File: src/rtl/muldiv_unit.sv
// Iterative MULT/MULTU/DIV/DIVU unit beside the execute-stage ALU.
// One result bit per cycle; the signed result is written to its own hi/lo.
module muldiv_unit #(
    parameter int WIDTH = 32
) (
    input  logic             clk,
    input  logic             reset,
    input  logic             start,
    input  logic [1:0]       op,
    input  logic [WIDTH-1:0] srca,
    input  logic [WIDTH-1:0] srcb,
    input  logic             flush,
    output logic             busy,
    output logic             done,
    output logic             divzero,
    output logic [WIDTH-1:0] hi,
    output logic [WIDTH-1:0] lo
);

    localparam int CW = (WIDTH > 1) ? $clog2(WIDTH) : 1;
    localparam logic [CW-1:0] LAST = CW'(WIDTH - 1);
    localparam logic [CW-1:0] CNT_ONE = CW'(1);
    localparam logic [WIDTH-1:0] ONE_W = WIDTH'(1);
    localparam logic [2*WIDTH-1:0] ONE_P = (2*WIDTH)'(1);

    typedef enum logic [1:0] {S_IDLE, S_RUN, S_FIX, S_DONE} state_e;

    state_e             state_q, state_d;
    logic [CW-1:0]      cnt_q, cnt_d;
    logic               is_div_q, is_div_d;
    logic               neg_q, neg_d;
    logic               rneg_q, rneg_d;
    logic               dz_q, dz_d;
    logic [WIDTH-1:0]   m_q, m_d;
    logic [2*WIDTH-1:0] p_q, p_d;
    logic [WIDTH-1:0]   hi_q, hi_d;
    logic [WIDTH-1:0]   lo_q, lo_d;

    logic               sgn;
    logic [WIDTH-1:0]   mag_a, mag_b;
    logic [WIDTH:0]     add_w, rem_w, sub_w;
    logic [2*WIDTH-1:0] prod_n;
    logic [WIDTH-1:0]   quo_n, rem_n;

    // p_q holds {partial product, multiplier} or {remainder, dividend/quotient}
    always_comb begin
        sgn    = ~op[0];
        mag_a  = (sgn && srca[WIDTH-1]) ? (~srca + ONE_W) : srca;
        mag_b  = (sgn && srcb[WIDTH-1]) ? (~srcb + ONE_W) : srcb;
        add_w  = {1'b0, p_q[2*WIDTH-1:WIDTH]} + {1'b0, m_q};
        rem_w  = p_q[2*WIDTH-1:WIDTH-1];
        sub_w  = rem_w - {1'b0, m_q};
        prod_n = ~p_q + ONE_P;
        quo_n  = ~p_q[WIDTH-1:0] + ONE_W;
        rem_n  = ~p_q[2*WIDTH-1:WIDTH] + ONE_W;
    end

    always_comb begin
        state_d  = state_q;
        cnt_d    = cnt_q;
        is_div_d = is_div_q;
        neg_d    = neg_q;
        rneg_d   = rneg_q;
        dz_d     = dz_q;
        m_d      = m_q;
        p_d      = p_q;
        hi_d     = hi_q;
        lo_d     = lo_q;
        unique case (state_q)
            S_IDLE, S_DONE: begin
                state_d = S_IDLE;
                if (start && !flush) begin
                    state_d  = S_RUN;
                    cnt_d    = '0;
                    is_div_d = op[1];
                    neg_d    = sgn & (srca[WIDTH-1] ^ srcb[WIDTH-1]);
                    rneg_d   = sgn & srca[WIDTH-1];
                    dz_d     = op[1] & (srcb == '0);
                    m_d      = op[1] ? mag_b : mag_a;
                    p_d      = {{WIDTH{1'b0}}, (op[1] ? mag_a : mag_b)};
                end
            end
            S_RUN: begin
                if (flush) begin
                    state_d = S_IDLE;
                end else begin
                    if (is_div_q) begin
                        p_d = sub_w[WIDTH]
                            ? {rem_w[WIDTH-1:0], p_q[WIDTH-2:0], 1'b0}
                            : {sub_w[WIDTH-1:0], p_q[WIDTH-2:0], 1'b1};
                    end else begin
                        p_d = p_q[0]
                            ? {add_w, p_q[WIDTH-1:1]}
                            : {1'b0, p_q[2*WIDTH-1:1]};
                    end
                    cnt_d = cnt_q + CNT_ONE;
                    if (cnt_q == LAST) begin
                        state_d = S_FIX;
                    end
                end
            end
            S_FIX: begin
                if (flush) begin
                    state_d = S_IDLE;
                end else begin
                    state_d = S_DONE;
                    if (!is_div_q) begin
                        {hi_d, lo_d} = neg_q ? prod_n : p_q;
                    end else begin
                        // divide by zero leaves the dividend, re-signed, in hi
                        hi_d = rneg_q ? rem_n : p_q[2*WIDTH-1:WIDTH];
                        if (dz_q) begin
                            lo_d = '1;
                        end else begin
                            lo_d = neg_q ? quo_n : p_q[WIDTH-1:0];
                        end
                    end
                end
            end
            default: state_d = S_IDLE;
        endcase
    end

    always_ff @(posedge clk or negedge reset) begin
        if (!reset) begin
            state_q  <= S_IDLE;
            cnt_q    <= '0;
            is_div_q <= 1'b0;
            neg_q    <= 1'b0;
            rneg_q   <= 1'b0;
            dz_q     <= 1'b0;
            m_q      <= '0;
            p_q      <= '0;
            hi_q     <= '0;
            lo_q     <= '0;
        end else begin
            state_q  <= state_d;
            cnt_q    <= cnt_d;
            is_div_q <= is_div_d;
            neg_q    <= neg_d;
            rneg_q   <= rneg_d;
            dz_q     <= dz_d;
            m_q      <= m_d;
            p_q      <= p_d;
            hi_q     <= hi_d;
            lo_q     <= lo_d;
        end
    end

    assign busy    = (state_q == S_RUN) || (state_q == S_FIX);
    assign done    = (state_q == S_DONE);
    assign divzero = done & dz_q;
    assign hi      = hi_q;
    assign lo      = lo_q;

endmodule
File: config.mk
export PLATFORM = sky130hd
export DESIGN_NAME = muldiv_unit
export DESIGN_NICKNAME = d
export VERILOG_FILES = /design/src/rtl/muldiv_unit.sv
export SDC_FILE = /design/constraint.sdc
export NUM_CORES = 1
export LEC_CHECK = 0
export ABC_AREA = 1
export BUFFER_PORTS_ARGS = -buffer_cell sky130_fd_sc_hd__buf_2
export CAP_MARGIN = 15
export CORE_MARGIN = 2
export CORE_UTILIZATION = 63
export DETAILED_ROUTE_END_ITERATION = 10
export MAX_ROUTING_LAYER = met4
export PLACE_DENSITY = 0.83
export SYNTH_ARGS = -nofsm -noshare
export SYNTH_HDL_FRONTEND = slang
export SYNTH_SLANG_ARGS = --single-unit
File: constraint.sdc
create_clock -name clk -period 2.8 [get_ports clk]
set_input_delay 0.14 -clock clk [delete_from_list [all_inputs] [get_ports clk]]
set_output_delay 0.14 -clock clk [all_outputs]
set_load 0.03 [all_outputs]
After elaboration in Yosys (flattened, before gate mapping)
Cells that the tools add are included.
{"block": "word_totals", "word_cells": 73, "reg_bits": 171, "input_bits": 70}
{"block": "classes", "add_sub_neg": 8, "eq_ne": 7, "reduce_logical": 12, "bitwise_logic": 12, "mux": 24}
{"op": "64-bit two-way mux", "count": 6}
{"op": "32-bit two-way mux", "count": 9}
{"op": "32-bit by 1-bit adder with 32-bit output, second input constant", "count": 4}
{"op": "32-bit NOT", "count": 4}
{"op": "64-bit case mux with 2 select lines", "count": 1}
{"op": "64-bit by 1-bit adder with 64-bit output, second input constant", "count": 1}
{"op": "64-bit NOT", "count": 1}
{"op": "32-bit by 32-bit adder with 33-bit output", "count": 1}
{"op": "33-bit by 32-bit subtractor with 33-bit output", "count": 1}
{"op": "32-bit zero test", "count": 1}
{"op": "5-bit two-way mux", "count": 2}
{"op": "5-bit case mux with 2 select lines", "count": 1}
{"op": "2-bit two-way mux", "count": 3}
{"op": "2-bit case mux with 3 select lines", "count": 1}
{"op": "5-bit by 1-bit adder with 5-bit output, second input constant", "count": 1}
{"op": "5-bit equality test, second input constant", "count": 1}
{"op": "1-bit bitwise AND", "count": 4}
{"op": "2-bit equality test, second input constant", "count": 2}
{"op": "2-bit != test, second input constant", "count": 2}
{"op": "2-bit AND reduction", "count": 2}
{"op": "1-bit logical AND", "count": 3}
{"op": "3-bit != test, second input constant", "count": 1}
{"op": "3-bit AND reduction", "count": 1}
{"op": "2-bit by 1-bit equality test with 1-bit output, second input constant", "count": 1}
{"op": "8 further kinds", "count": 9}

Longest topological paths before layout
{"block": "logic_depth", "ltp_word": 6, "ltp_mapped": 19}

Worst setup path after synthesis
No wires, ideal clock.
{"block": "synth_timing", "kind": "flip-flop to flip-flop", "start": "register p_q[0]", "end": "register hi_q[4], in the netlist hi[4]", "arrival_time_ns": 2.386, "slack_ns": 0.330, "setup_time_ns": 0.083, "stages_incl_launch_ff": 14, "n_path_buf": 2, "synth_period_minus_slack_ns": 2.470, "required_time_ns": 2.717, "path_cell_list": "dfrtp_1 > inv_2 > clkbuf_1 > clkbuf_1 > ha_1 > nand3_2 > nor2_4 > nand2_1 > nor2_1 > nand3b_1 > nand2_1 > o21ai_0 > xnor2_1 > o21ai_0"}
{"block": "synth_between", "elab_chain_len": 4}
{"element": "start, declared", "line": "35", "text": "logic [2*WIDTH-1:0] p_q, p_d;"}
{"element": "start signal, assigned", "line": "144", "text": "p_q <= p_d;"}
{"element": "64-bit NOT", "line": "53", "text": "prod_n = ~p_q + ONE_P;"}
{"element": "64-bit by 1-bit adder with 64-bit output", "line": "53"}
{"element": "64-bit two-way mux", "line": "108", "text": "{hi_d, lo_d} = neg_q ? prod_n : p_q;"}
{"element": "32-bit two-way mux", "line": "107", "text": "if (!is_div_q) begin"}
{"element": "end signal, assigned", "line": "145", "text": "hi_q <= hi_d;"}
{"element": "end, declared", "line": "36", "text": "logic [WIDTH-1:0] hi_q, hi_d;"}
No other way between the ends.
A chain may end at the register's enable or synchronous reset.

Worst setup path in the final report
{"block": "layout_timing", "start": "register m_q[0]", "end": "register p_q[46]"}
{"block": "layout_between", "elab_chain_len": 5, "word_cells_on_any_way": 7, "classes_between": "add/sub: 2; mux: 5"}
{"element": "start, declared", "line": "34", "text": "logic [WIDTH-1:0] m_q, m_d;"}
{"element": "start signal, assigned", "line": "143", "text": "m_q <= m_d;"}
{"element": "33-bit by 32-bit subtractor with 33-bit output or 32-bit by 32-bit adder with 33-bit output (tied branches)", "line": "52, 50"}
{"element": "64-bit two-way mux, on equally long branches", "line": "89, 93"}
{"element": "64-bit two-way mux *", "line": "87", "text": "if (is_div_q) begin"}
{"element": "64-bit two-way mux *", "line": "84", "text": "if (flush) begin"}
{"element": "64-bit case mux with 2 select lines *", "line": "69", "text": "unique case (state_q)"}
Mark *: on every way between the ends. The rest lies on a longest branch, timed or not. The select of a mux whose other input is x is not followed.

==> summary.md <==
| Metric | Value |
|---|---|
| Outcome | finished, final reports clean |
| Most common cell in the synthesized netlist | nand2_1 |
| Critical path buffers and inverters | 2 |
| Root Driver | clkbuf_16 |
| XOR/XNOR share of the synthesized area | 4.245% |
| Grt ovf | 0 |
| Pint | 7.180 mW |
| Max incr delay on CP | 0.42 ns |
| Met1 Usage GRT | 57.45% |
| Routed vias | 21410 |
| Synth Instances | 3127 |
| Clock power share | 16.6% |
| Setup TNS | 0 ns |
| Met2 GRT Util | 65.47% |
| Leakage | 11.37 nW |
| Syn Std Cell Area | 17950 um^2 |
| Clock skew | 0.01376 ns |
| Die X | 172.8 um |
| Top post-synthesis cells by area | dfrtp_1 24%, nand2_1 22%, inv_1 10% |
| Total CTS buffers | 17 |
| Pre-CTS WS | 0.1496 ns |
| Worst EP arrival | 3.00 ns |
| CP max stage cell | dfrtp_1 |
| CTS tree | yes |
| Critical-path maximum fanout | 21 |
| Io pins | 137 |
| Post-synthesis mux area share | 0% |
| Worst-Skew Late Latency | 0.46 ns |
| Switching Power | 8.202 mW |
| Startpoint types | register |
| Worst-Margin Slew | 0.8518 ns |
| Final nets | 3405 |
| Worst-path clk slew | 0.08 ns |
| Synth warn | 0 |
| Max Cap Viol | 0 |
| 1st-iter DRT viols | 3238 |
| Initial Utilization | 64.26% |
| Synth Area in Compound Gates | 12.82% |
| Layout cell share with drive strength beyond 1 | 8.708% |
| DR WL/cell | 18.23 um |
| Worst EP required | 3.19 ns |
| Most common cell on crit path | nand2_1 |
| Post-synth cell types | 51 |
| Switching Share | 53.32% |
| Ys flop type | dfrtp_1 |
| Critical path type | register to register |
| Worst setup EP type | register |
| Largest net degree at the start of global routing | 79 |
| Avg Cell Area, Syn | 5.741 um^2 |
| Diode count | 0 |
| Sequential fraction of design power | 25.0% |
| Post-synthesis adder-cell area fraction | 5.311% |
| Core area | 27930 um^2 |
| Asr flop ratio synth | 100.0% |
| Gr busiest metal | met2 |
| DP HPWL | 52.42 mm |
| Cell family with the largest share of critical-path delay | simple AND/OR/NAND/NOR gates |
| Combinational share of power | 58.4% |
| Post-layout min period | 2.609 ns |
| Post-Syn Nets | 3272 |
| Post-synth top area share | 23.84% |
| DRT Pass-1 Iters | 6 |
| Leading area contributor after synthesis | dfrtp_1 |
| I/O Buffers | 136 |
| Number of flops mapped to enable cells by yosys | 0 |
| GR Layer Usage met3 | 9.872% |
| Die Height | 172.8 um |
| Antenna viol nets, final | 0 |
| Setup violators final | 0 |
| Post-CTS Setup Bufs | 0 |
| DRC Markers | 0 |
| Max Slew Vio Count | 0 |
| FF+latch count, synth | 171 |
| Area Overhead vs Synth | 11.05% |
| Crit-path cells | ha_1, fa_1, inv_1, nand2_1, nand2_1, nand3_1, nand2_2, nand2_1, nand2_2, nand2_2, nand2_2, nand2_2, nand2_4, buf_8, nand2_1, nand3_1, nand2_1, nand2_1 |
| DIE AREA | 29860 um^2 |
| Vias per cell | 5.864 |
| WL final | 66.55 mm |
| H-tree depth | 4 |
| Vias in the first global route | 19680 |
| VDD IR max | 0.0006141 V |
| Row cnt | 61 |
| Sequential-to-total area share from yosys stat | 23.84% |
| Unrepaired setup endpoints after global routing | false |
| HP Class | input pin to register |
| Clock Sinks | 171 |
| Fmax | 0.3833 GHz |
| GRT Total Usage | 44.94% |
| Placer Congestion | 1.134 |
| Slew HR | 43.21% |
| Simple-gate share of the synthesized area | 40.98% |
| Largest family of logic cells by synthesized area | simple AND/OR/NAND/NOR gates |
| Antenna violations before repair | 0 |
| First-pass GRT wire length | 103.6 mm |
| Clock Path Buffers | 2 |
| Most frequent cells after synthesis | 1059 x nand2_1, 491 x inv_1, 323 x nor2_1 |
| PnR worst setup slack | 0.1910 ns |
| Fin crit share | 93.18% |
| Power density cells | 771.7 nW/um^2 |
| Hold Fails Final Rpt | 0 |
flip-flops by register name (all words and copies together) (netlist names):
name      flops
dz_q          1
cnt_q         5
rneg_q        1
neg_q         1
state_q       2
is_div_q      1
m_q          32
lo           32
hi           32
p_q          64
final timing paths:
check / start / endpoint / slack, ns / depth (start not counted)
setup / recovery: m_q[0] / p_q[46] / 0.19 / 18
hold / removal: flush / state_q[1] / 0.03 / 4
setup reg to reg: m_q[0] / p_q[46] / 0.19 / 18
hold reg to reg: hi[21] / hi[21] / 0.48 / 2
max in group asynchronous: reset / hi[4] / 1.68 / 3
min in group asynchronous: reset / dz_q / 0.27 / 2
logic make-up (layout without fill, tap and decap cells):
| group | count (synthesis) | count (layout) |
|---|---|---|
| AO/OA/AOI/OAI | 414 | 414 |
| AND/OR/NAND/NOR | 1780 | 1780 |
| buffers and inverters | 600 | 746 |
| flip-flops | 171 | 171 |
| adder cells (fa/ha/maj) | 75 | 75 |
| XOR/XNOR | 87 | 87 |
layout by cell type, fill, tap and decap left out, drive strengths merged, types with 66 or more instances in the layout:
master  instances
a21oi         184
nor2          329
inv           507
dfrtp         171
xor2           66
nand3         277
nand2        1068
o21ai         134
buf           213
ha             73
routing by layer:
layer	wire, um	part of all wire (%)
met1	26030	39
met2	27910	42
met3	8103	12
met4	4509	6.8
met5	0	0
worst reg2reg max path, cell delays in order (launching register included):
cell	delay [ns]
dfrtp_1	0.42
ha_1	0.25
fa_1	0.41
inv_1	0.09
nand2_1	0.06
nand2_1	0.08
nand3_1	0.08
nand2_2	0.12
nand2_1	0.07
nand2_2	0.09
nand2_2	0.07
nand2_2	0.08
nand2_2	0.07
nand2_4	0.14
buf_8	0.20
nand2_1	0.08
nand3_1	0.08
nand2_1	0.07
nand2_1	0.08
metrics by stage:
step	instances	util (%)	hold slack [ns]	instance area [um^2]	total power, mW
final	3651	71.36	0.02555	19930	15.38
after CTS	3651	71.30	0.01745	19920	15.00
after floorplan	3127	-	-0.1556	17950	9.817
after global placement	3618	69.12	0.2607	19310	12.27
after detailed placement	3618	69.12	0.2552	19310	12.45
after global routing	3651	71.36	0.08104	19930	16.35
power groups by stage:
| stage | sequential (mW) | combinational, mW | clock (mW) |
|---|---|---|---|
| after floorplan | 4.39 | 5.42 | 0 |
| after detailed placement | 3.84 | 8.60 | 0 |
| final | 3.85 | 8.99 | 2.55 |
| after CTS | 3.80 | 8.68 | 2.52 |
| after global placement | 3.80 | 8.47 | 0 |
| after global routing | 3.91 | 9.81 | 2.63 |
repair_timing:
action / in CTS / in global routing
hold buffers: 1 / 0
hold endpoints to repair: 76 / 0
endpoints found under the setup margin: 0 / 17
gates resized for setup: 0 / 4
layout make-up:
cell class	instances	area [um^2]
well taps	378	473.0
inverters	500	1877
clock buffers	18	429.2
multi-input cells	2356	11380
repair buffers	214	1320
clock inverters	14	171.4
fillers	2561	8000
flip-flops and latches	171	4283
Power figures use the tool's default switching activity.
